### config.mk
export PLATFORM = sky130hd
export DESIGN_NAME = mouse_master_sm_flat
export DESIGN_NICKNAME = d
export VERILOG_FILES = /design/src/rtl/mouse_master_sm_if.sv /design/src/rtl/mouse_master_sm.sv /design/src/flat_wrapper.sv
export SDC_FILE = /design/constraint.sdc
export NUM_CORES = 1
export LEC_CHECK = 0
export CAP_MARGIN = 15
export CORE_ASPECT_RATIO = 0.75
export CORE_UTILIZATION = 30
export CTS_CLUSTER_SIZE = 24
export DETAILED_ROUTE_END_ITERATION = 6
export MAX_ROUTING_LAYER = met4
export PLACE_DENSITY_LB_ADDON = 0.15
export SLEW_MARGIN = 10
export SYNTH_ARGS = -nofsm -noshare
export SYNTH_HDL_FRONTEND = slang
export SYNTH_SLANG_ARGS = --single-unit
### constraint.sdc
create_clock -name CLK -period 8.8 [get_ports CLK]
set_clock_uncertainty 0.15 [all_clocks]
set_input_delay 2.64 -clock CLK [delete_from_list [all_inputs] [get_ports CLK]]
set_output_delay 2.64 -clock CLK [all_outputs]
set_load 0.005 [all_outputs]
### src/rtl/mouse_master_sm_if.sv
// Host-side PS/2 mouse signals around the protocol controller: the transmitter
// and receiver handshakes plus the packet presented to the host.
interface mouse_master_sm_if;
  logic       SEND_BYTE;
  logic [7:0] BYTE_TO_SEND;
  logic       BYTE_SENT;
  logic       READ_ENABLE;
  logic       BYTE_READY;
  logic [7:0] BYTE_RECEIVED;
  logic [1:0] BYTE_ERROR_CODE;
  logic [7:0] MOUSE_STATUS;
  logic [7:0] MOUSE_DX;
  logic [7:0] MOUSE_DY;
  logic       SEND_INTERRUPT;
  logic [3:0] MASTER_STATE;

  // Controller side
  modport master (
    output SEND_BYTE, BYTE_TO_SEND, READ_ENABLE,
    output MOUSE_STATUS, MOUSE_DX, MOUSE_DY, SEND_INTERRUPT, MASTER_STATE,
    input  BYTE_SENT, BYTE_READY, BYTE_RECEIVED, BYTE_ERROR_CODE
  );

  // Transmitter, receiver and host side
  modport slave (
    input  SEND_BYTE, BYTE_TO_SEND, READ_ENABLE,
    input  MOUSE_STATUS, MOUSE_DX, MOUSE_DY, SEND_INTERRUPT, MASTER_STATE,
    output BYTE_SENT, BYTE_READY, BYTE_RECEIVED, BYTE_ERROR_CODE
  );
endinterface

### src/rtl/mouse_master_sm.sv
// PS/2 mouse protocol controller: runs the reset/enable bring-up handshake,
// then assembles 3-byte stream packets and presents them with an interrupt.
module mouse_master_sm #(
  parameter int unsigned T_INIT = 32'd5000000,
  parameter int unsigned T_RESP = 32'd100000000
) (
  input logic                CLK,
  input logic                RESET,
  mouse_master_sm_if.master  bus
);

  localparam int unsigned TIMER_W = 32;
  localparam int unsigned STATE_W = 4;
  localparam int unsigned BYTE_W  = 8;

  localparam logic [BYTE_W-1:0] CMD_RESET    = 8'hFF;
  localparam logic [BYTE_W-1:0] CMD_ENABLE   = 8'hF4;
  localparam logic [BYTE_W-1:0] RSP_ACK      = 8'hFA;
  localparam logic [BYTE_W-1:0] RSP_SELFTEST = 8'hAA;
  localparam logic [BYTE_W-1:0] RSP_ID       = 8'h00;

  localparam logic [TIMER_W-1:0] INIT_LAST = TIMER_W'(T_INIT - 32'd1);
  localparam logic [TIMER_W-1:0] RESP_LAST = TIMER_W'(T_RESP - 32'd1);

  typedef enum logic [STATE_W-1:0] {
    INIT_WAIT     = 4'd0,
    SEND_RST      = 4'd1,
    WAIT_RST_SENT = 4'd2,
    WAIT_ACK1     = 4'd3,
    WAIT_SELFTEST = 4'd4,
    WAIT_ID       = 4'd5,
    SEND_EN       = 4'd6,
    WAIT_EN_SENT  = 4'd7,
    WAIT_ACK2     = 4'd8,
    RX_B1         = 4'd9,
    RX_B2         = 4'd10,
    RX_B3         = 4'd11,
    PKT_DONE      = 4'd12
  } state_t;

  state_t               state;
  state_t               state_nx;
  logic [TIMER_W-1:0]   timer;

  logic                 rx_clean;
  logic                 wd_expired;
  logic                 send_c;
  logic [BYTE_W-1:0]    cmd_c;
  logic                 read_en_c;
  logic                 ld_status_c;
  logic                 ld_dx_c;
  logic                 pkt_load_c;

  logic                 send_q;
  logic [BYTE_W-1:0]    byte_to_send_q;
  logic                 read_en_q;
  logic [STATE_W-1:0]   master_state_q;
  logic [BYTE_W-1:0]    shadow_status_q;
  logic [BYTE_W-1:0]    shadow_dx_q;
  logic [BYTE_W-1:0]    mouse_status_q;
  logic [BYTE_W-1:0]    mouse_dx_q;
  logic [BYTE_W-1:0]    mouse_dy_q;
  logic                 interrupt_q;

  // Next-state and next-output decode
  always_comb begin
    state_nx    = state;
    rx_clean    = bus.BYTE_READY && (bus.BYTE_ERROR_CODE == 2'b00);
    wd_expired  = (timer == RESP_LAST);
    send_c      = 1'b0;
    cmd_c       = byte_to_send_q;
    read_en_c   = 1'b0;
    ld_status_c = 1'b0;
    ld_dx_c     = 1'b0;
    pkt_load_c  = 1'b0;

    case (state)
      INIT_WAIT: begin
        if (timer == INIT_LAST) state_nx = SEND_RST;
      end
      SEND_RST: begin
        send_c   = 1'b1;
        cmd_c    = CMD_RESET;
        state_nx = WAIT_RST_SENT;
      end
      WAIT_RST_SENT: begin
        if (bus.BYTE_SENT)     state_nx = WAIT_ACK1;
        else if (wd_expired)   state_nx = SEND_RST;
      end
      WAIT_ACK1: begin
        if (bus.BYTE_READY)
          state_nx = (rx_clean && bus.BYTE_RECEIVED == RSP_ACK) ? WAIT_SELFTEST : SEND_RST;
        else if (wd_expired)
          state_nx = SEND_RST;
      end
      WAIT_SELFTEST: begin
        if (bus.BYTE_READY)
          state_nx = (rx_clean && bus.BYTE_RECEIVED == RSP_SELFTEST) ? WAIT_ID : SEND_RST;
        else if (wd_expired)
          state_nx = SEND_RST;
      end
      WAIT_ID: begin
        if (bus.BYTE_READY)
          state_nx = (rx_clean && bus.BYTE_RECEIVED == RSP_ID) ? SEND_EN : SEND_RST;
        else if (wd_expired)
          state_nx = SEND_RST;
      end
      SEND_EN: begin
        send_c   = 1'b1;
        cmd_c    = CMD_ENABLE;
        state_nx = WAIT_EN_SENT;
      end
      WAIT_EN_SENT: begin
        if (bus.BYTE_SENT)     state_nx = WAIT_ACK2;
        else if (wd_expired)   state_nx = SEND_RST;
      end
      WAIT_ACK2: begin
        if (bus.BYTE_READY)
          state_nx = (rx_clean && bus.BYTE_RECEIVED == RSP_ACK) ? RX_B1 : SEND_RST;
        else if (wd_expired)
          state_nx = SEND_RST;
      end
      RX_B1: begin
        // Only a clean byte with the sync bit set can start a packet
        if (rx_clean && bus.BYTE_RECEIVED[3]) begin
          ld_status_c = 1'b1;
          state_nx    = RX_B2;
        end
      end
      RX_B2: begin
        if (rx_clean) begin
          ld_dx_c  = 1'b1;
          state_nx = RX_B3;
        end else if (bus.BYTE_READY) begin
          state_nx = RX_B1;
        end
      end
      RX_B3: begin
        // dY goes straight to the output so all three bytes land on one edge
        if (rx_clean) begin
          pkt_load_c = 1'b1;
          state_nx   = PKT_DONE;
        end else if (bus.BYTE_READY) begin
          state_nx = RX_B1;
        end
      end
      PKT_DONE: begin
        state_nx = RX_B1;
      end
      default: begin
        state_nx = INIT_WAIT;
      end
    endcase

    case (state_nx)
      WAIT_ACK1, WAIT_SELFTEST, WAIT_ID, WAIT_ACK2,
      RX_B1, RX_B2, RX_B3, PKT_DONE: read_en_c = 1'b1;
      default:                       read_en_c = 1'b0;
    endcase
  end

  // State register and shared timer, cleared on every state change
  always_ff @(posedge CLK) begin
    if (RESET) begin
      state <= INIT_WAIT;
      timer <= '0;
    end else begin
      state <= state_nx;
      timer <= (state_nx != state) ? '0 : timer + TIMER_W'(1);
    end
  end

  // Registered outputs and packet shadow registers
  always_ff @(posedge CLK) begin
    if (RESET) begin
      send_q          <= 1'b0;
      byte_to_send_q  <= '0;
      read_en_q       <= 1'b0;
      master_state_q  <= '0;
      shadow_status_q <= '0;
      shadow_dx_q     <= '0;
      mouse_status_q  <= '0;
      mouse_dx_q      <= '0;
      mouse_dy_q      <= '0;
      interrupt_q     <= 1'b0;
    end else begin
      send_q         <= send_c;
      byte_to_send_q <= cmd_c;
      read_en_q      <= read_en_c;
      master_state_q <= STATE_W'(state_nx);
      interrupt_q    <= pkt_load_c;
      if (ld_status_c) shadow_status_q <= bus.BYTE_RECEIVED;
      if (ld_dx_c)     shadow_dx_q     <= bus.BYTE_RECEIVED;
      if (pkt_load_c) begin
        mouse_status_q <= shadow_status_q;
        mouse_dx_q     <= shadow_dx_q;
        mouse_dy_q     <= bus.BYTE_RECEIVED;
      end
    end
  end

  assign bus.SEND_BYTE      = send_q;
  assign bus.BYTE_TO_SEND   = byte_to_send_q;
  assign bus.READ_ENABLE    = read_en_q;
  assign bus.MASTER_STATE   = master_state_q;
  assign bus.MOUSE_STATUS   = mouse_status_q;
  assign bus.MOUSE_DX       = mouse_dx_q;
  assign bus.MOUSE_DY       = mouse_dy_q;
  assign bus.SEND_INTERRUPT = interrupt_q;

endmodule
### src/flat_wrapper.sv
// flat-port wrapper written by rule: the top's interface ports become plain ports
module mouse_master_sm_flat 
#(
  parameter int unsigned T_INIT = 32'd5000000,
  parameter int unsigned T_RESP = 32'd100000000
)
  (CLK, RESET, bus_SEND_BYTE, bus_BYTE_TO_SEND, bus_READ_ENABLE, bus_MOUSE_STATUS, bus_MOUSE_DX, bus_MOUSE_DY, bus_SEND_INTERRUPT, bus_MASTER_STATE, bus_BYTE_SENT, bus_BYTE_READY, bus_BYTE_RECEIVED, bus_BYTE_ERROR_CODE);
  mouse_master_sm_if bus_i ();
  input logic CLK;
  input logic RESET;
  output wire logic [$bits(bus_i.SEND_BYTE)-1:0] bus_SEND_BYTE;
  output wire logic [$bits(bus_i.BYTE_TO_SEND)-1:0] bus_BYTE_TO_SEND;
  output wire logic [$bits(bus_i.READ_ENABLE)-1:0] bus_READ_ENABLE;
  output wire logic [$bits(bus_i.MOUSE_STATUS)-1:0] bus_MOUSE_STATUS;
  output wire logic [$bits(bus_i.MOUSE_DX)-1:0] bus_MOUSE_DX;
  output wire logic [$bits(bus_i.MOUSE_DY)-1:0] bus_MOUSE_DY;
  output wire logic [$bits(bus_i.SEND_INTERRUPT)-1:0] bus_SEND_INTERRUPT;
  output wire logic [$bits(bus_i.MASTER_STATE)-1:0] bus_MASTER_STATE;
  input wire logic [$bits(bus_i.BYTE_SENT)-1:0] bus_BYTE_SENT;
  input wire logic [$bits(bus_i.BYTE_READY)-1:0] bus_BYTE_READY;
  input wire logic [$bits(bus_i.BYTE_RECEIVED)-1:0] bus_BYTE_RECEIVED;
  input wire logic [$bits(bus_i.BYTE_ERROR_CODE)-1:0] bus_BYTE_ERROR_CODE;
  assign bus_SEND_BYTE = bus_i.SEND_BYTE;
  assign bus_BYTE_TO_SEND = bus_i.BYTE_TO_SEND;
  assign bus_READ_ENABLE = bus_i.READ_ENABLE;
  assign bus_MOUSE_STATUS = bus_i.MOUSE_STATUS;
  assign bus_MOUSE_DX = bus_i.MOUSE_DX;
  assign bus_MOUSE_DY = bus_i.MOUSE_DY;
  assign bus_SEND_INTERRUPT = bus_i.SEND_INTERRUPT;
  assign bus_MASTER_STATE = bus_i.MASTER_STATE;
  assign bus_i.BYTE_SENT = bus_BYTE_SENT;
  assign bus_i.BYTE_READY = bus_BYTE_READY;
  assign bus_i.BYTE_RECEIVED = bus_BYTE_RECEIVED;
  assign bus_i.BYTE_ERROR_CODE = bus_BYTE_ERROR_CODE;
  mouse_master_sm #(.T_INIT(T_INIT), .T_RESP(T_RESP)) u_core (.CLK(CLK), .RESET(RESET), .bus(bus_i));
endmodule
==> results.yml <==
outcome:
  status: "finished, final reports clean"
setup_path:
  cp.arrival_ps: 5880
  crit_chain: "clkdlybuf4s50_1, or3b_2, or3_1, o2111ai_1, a41oi_4, xnor2_4, buf_4, nor4_1"
  critPathLaunchType: "input port"
  r2r_cells: 7
  r2r_start: "u_core.state[0]"
  end_kind: "register"
  slowest_stage: "or3_1"
  path_class: "in2reg"
  max_stage_delay_ps: 770
  worst-endpoint-required_ps: 8850
  r2r_setup_slack_ps: 5430
  path_max_fanout: 32
  r2r-end: "u_core.timer[3]"
timing:
  hold_viol: 0
  rsz0062_at_grt: "false"
  slew_violations: 0
  post-route-min-period_ps: 5830
  worst_slew_pin_slew_ps: 980
  min_period_over_period_pct: 66.2
  max_freq_mhz: 172
  whs_ps: 302
  maxSlewHeadroom_pct: 34.4
  tns_ps: 0
  finalSetupViolCount: 0
route:
  wirelength_mm: 10.2
  vias_per_cell: 5.10
  drt_iter0_drc: 234
  highest_layer: "met4"
  met1_length_mm: 5.65
  ant_nets: 0
  wl_met3_um: 433
  wire_per_inst_um: 15.4
  dr.pass1.iters: 4
  route.detailed.drc: 0
  wl_met2_mm: 4.00
  vias: 3368
grt:
  grt.overflow.total: 0
  antenna_found_initial: 0
  grt_usage_pct: 15.8
  grt_pass1_vias: 3140
  grt_pass1_wl_mm: 16.6
  grt_start_max_net_pins: 51
synth:
  seq_area_frac_synth_pct: 39.9
  synth_edf_count: 0
  yosysUniqueCellTypes: 57
  mappedNetlistArea_mm2: 0.00407
  syn_inst: 453
  syn-num-nets: 468
  synthFlopType: "dfxtp_1"
  synth-seq-cells: 81
  ys_warn_count: 0
  async_reset_ff_share_pct: 0
  syn_area_per_cell_um2: 8.98
power:
  clkPwrFrac_pct: 47.9
  power_density_mw_per_mm2: 157
  peakVddDrop_mv: 0.0842
  switching_power_uw: 191
  power_frac_comb_pct: 4.1
  power_frac_seq_pct: 48.0
  p_leak_uw: 0.00164
  switching_share_pct: 24.7
  power.internal_uw: 582
floorplan:
  start_util_pct: 31.0
  core_mm2: 0.0131
  die_w_um: 136
  die_y_um: 103
  row_count: 36
  num_io_pins: 53
  die_area_mm2: 0.0140
clock_network:
  numClockSinks: 81
  cts_root_buffer: "clkbuf_16"
  clock_latency_ps: 340
  htreeDepth: 3
  cts_tree: "done"
  hold_buffers: 0
  cts_setup_buffers: 0
  clkSlewWorstSetupHoldPaths_ps: 70
  cts_max_path_buffers: 2
  cts_buffers: 9
  cts-resized-gates: 0
cells_and_area:
  mostFrequentLayoutCell: "dfxtp_1"
  diodes: 0
  final_cell_mix: "dfxtp_1, nand2_1, clkdlybuf4s50_1"
  syn_to_final_growth_pct: 21.3
  nNetsFinal: 499
  drive_above_1_share_pct: 11.9
  final_cells: 660
hold_path:
  min_from: "u_core.shadow_status_q[3]"
  whs_path_depth: 2
  min_to: "u_core.shadow_status_q[3]"
  hold_class: "reg2reg"
run:
  drv_cap: 0
placed_design:
  io_buffers: 52
  place_congestion: 0.820
  dp_cells: 644
  hpwl_mm: 6.90
==> per-stage QoR <==
| step | power (uW) | area, um^2 | setup WS (ps) | util (%) |
|---|---|---|---|---|
| 2_1_floorplan | 397 | 4070 | 4000 | - |
| 3_3_place_gp | 411 | 4640 | 2670 | 35.4 |
| 3_5_place_dp | 412 | 4640 | 2550 | 35.4 |
| 4_1_cts | 784 | 4930 | 2910 | 37.6 |
| 5_1_grt | 805 | 4930 | 2700 | 37.6 |
| 6_report | 773 | 4930 | 2970 | 37.6 |
==> worst max-delay path by stage <==
stage	startpoint	endpoint	slack, ps
after floorplan	bus_BYTE_READY	u_core.timer[10]	4000
after global placement	bus_BYTE_READY	u_core.timer[3]	2670
after detailed placement	bus_BYTE_READY	u_core.timer[2]	2550
after CTS	bus_BYTE_READY	u_core.timer[3]	2910
after global routing	bus_BYTE_READY	u_core.timer[1]	2700
final	bus_BYTE_READY	u_core.timer[3]	2970
==> kinds of logic (layout without fill, tap and decap cells) <==
family	Yosys count	after routing	synth area share, %
AND/OR/NAND/NOR	218	218	32.5
XOR/XNOR	33	33	7.29
adder cells (fa/ha/maj)	1	1	0.308
AO/OA/AOI/OAI	62	62	10.3
flip-flops	81	81	39.9
multiplexers	16	16	3.94
buffers and inverters	42	78	5.78
==> layout make-up <==
cell class                 instances  area, um^2
clock buffer                       9         225
multi-input combinational        330        2230
fill                            1326        8170
tap                              171         214
clock inverter                     7        72.6
sequential                        81        1620
timing repair buffer              56         546
inverter                           6        22.5
==> power by group through the flow <==
| stage | logic [uW] | clock network (uW) | registers (uW) |
|---|---|---|---|
| 6_report | 32.0 | 370 | 371 |
| 5_1_grt | 35.3 | 398 | 371 |
| 4_1_cts | 32.4 | 381 | 371 |
| 3_5_place_dp | 32.4 | 0 | 379 |
| 3_3_place_gp | 31.8 | 0 | 379 |
| 2_1_floorplan | 17.6 | 0 | 379 |
==> synthesized netlist by cell type, types with 5 or more instances <==
library cell	count	area (um^2)
nor4_2	25	313
nor3_1	7	35.0
xnor2_1	12	105
and4_1	7	61.3
nand3_1	12	60.1
nor4_1	11	68.8
a21oi_1	33	165
dfxtp_1	81	1620
xor2_1	20	175
inv_1	6	22.5
clkbuf_1	18	67.6
nand2_1	67	251
buf_4	7	52.6
buf_2	5	25.0
o21ai_0	5	25.0
nor2_1	39	146
mux2i_1	16	160
buf_6	6	67.6
nand4_1	13	81.3
==> metal layers <==
metal / vias to the layer above / track usage, %
met2: 70 / 20.3
li1: 1681 / -
met1: 1610 / 24.0
met5: - / -
met4: 0 / 4.19
met3: 7 / 3.39
==> state kept, by name (all words and copies together) (netlist names), 2 cells and up <==
register / count
u_core.bus.BYTE_TO_SEND: 2
u_core.bus.MOUSE_DX: 8
u_core.state: 4
u_core.bus.MOUSE_DY: 8
u_core.timer: 32
u_core.bus.MOUSE_STATUS: 8
u_core.shadow_status_q: 8
u_core.shadow_dx_q: 8
==> worst max-delay path, delay by kind of cell <==
family | cells | cell delay, ps
AO/OA/AOI/OAI | 2 | 470
XOR/XNOR | 1 | 160
buffers and inverters | 2 | 1160
AND/OR/NAND/NOR | 3 | 1420
No activity file was read; power rests on OpenSTA's default activity.
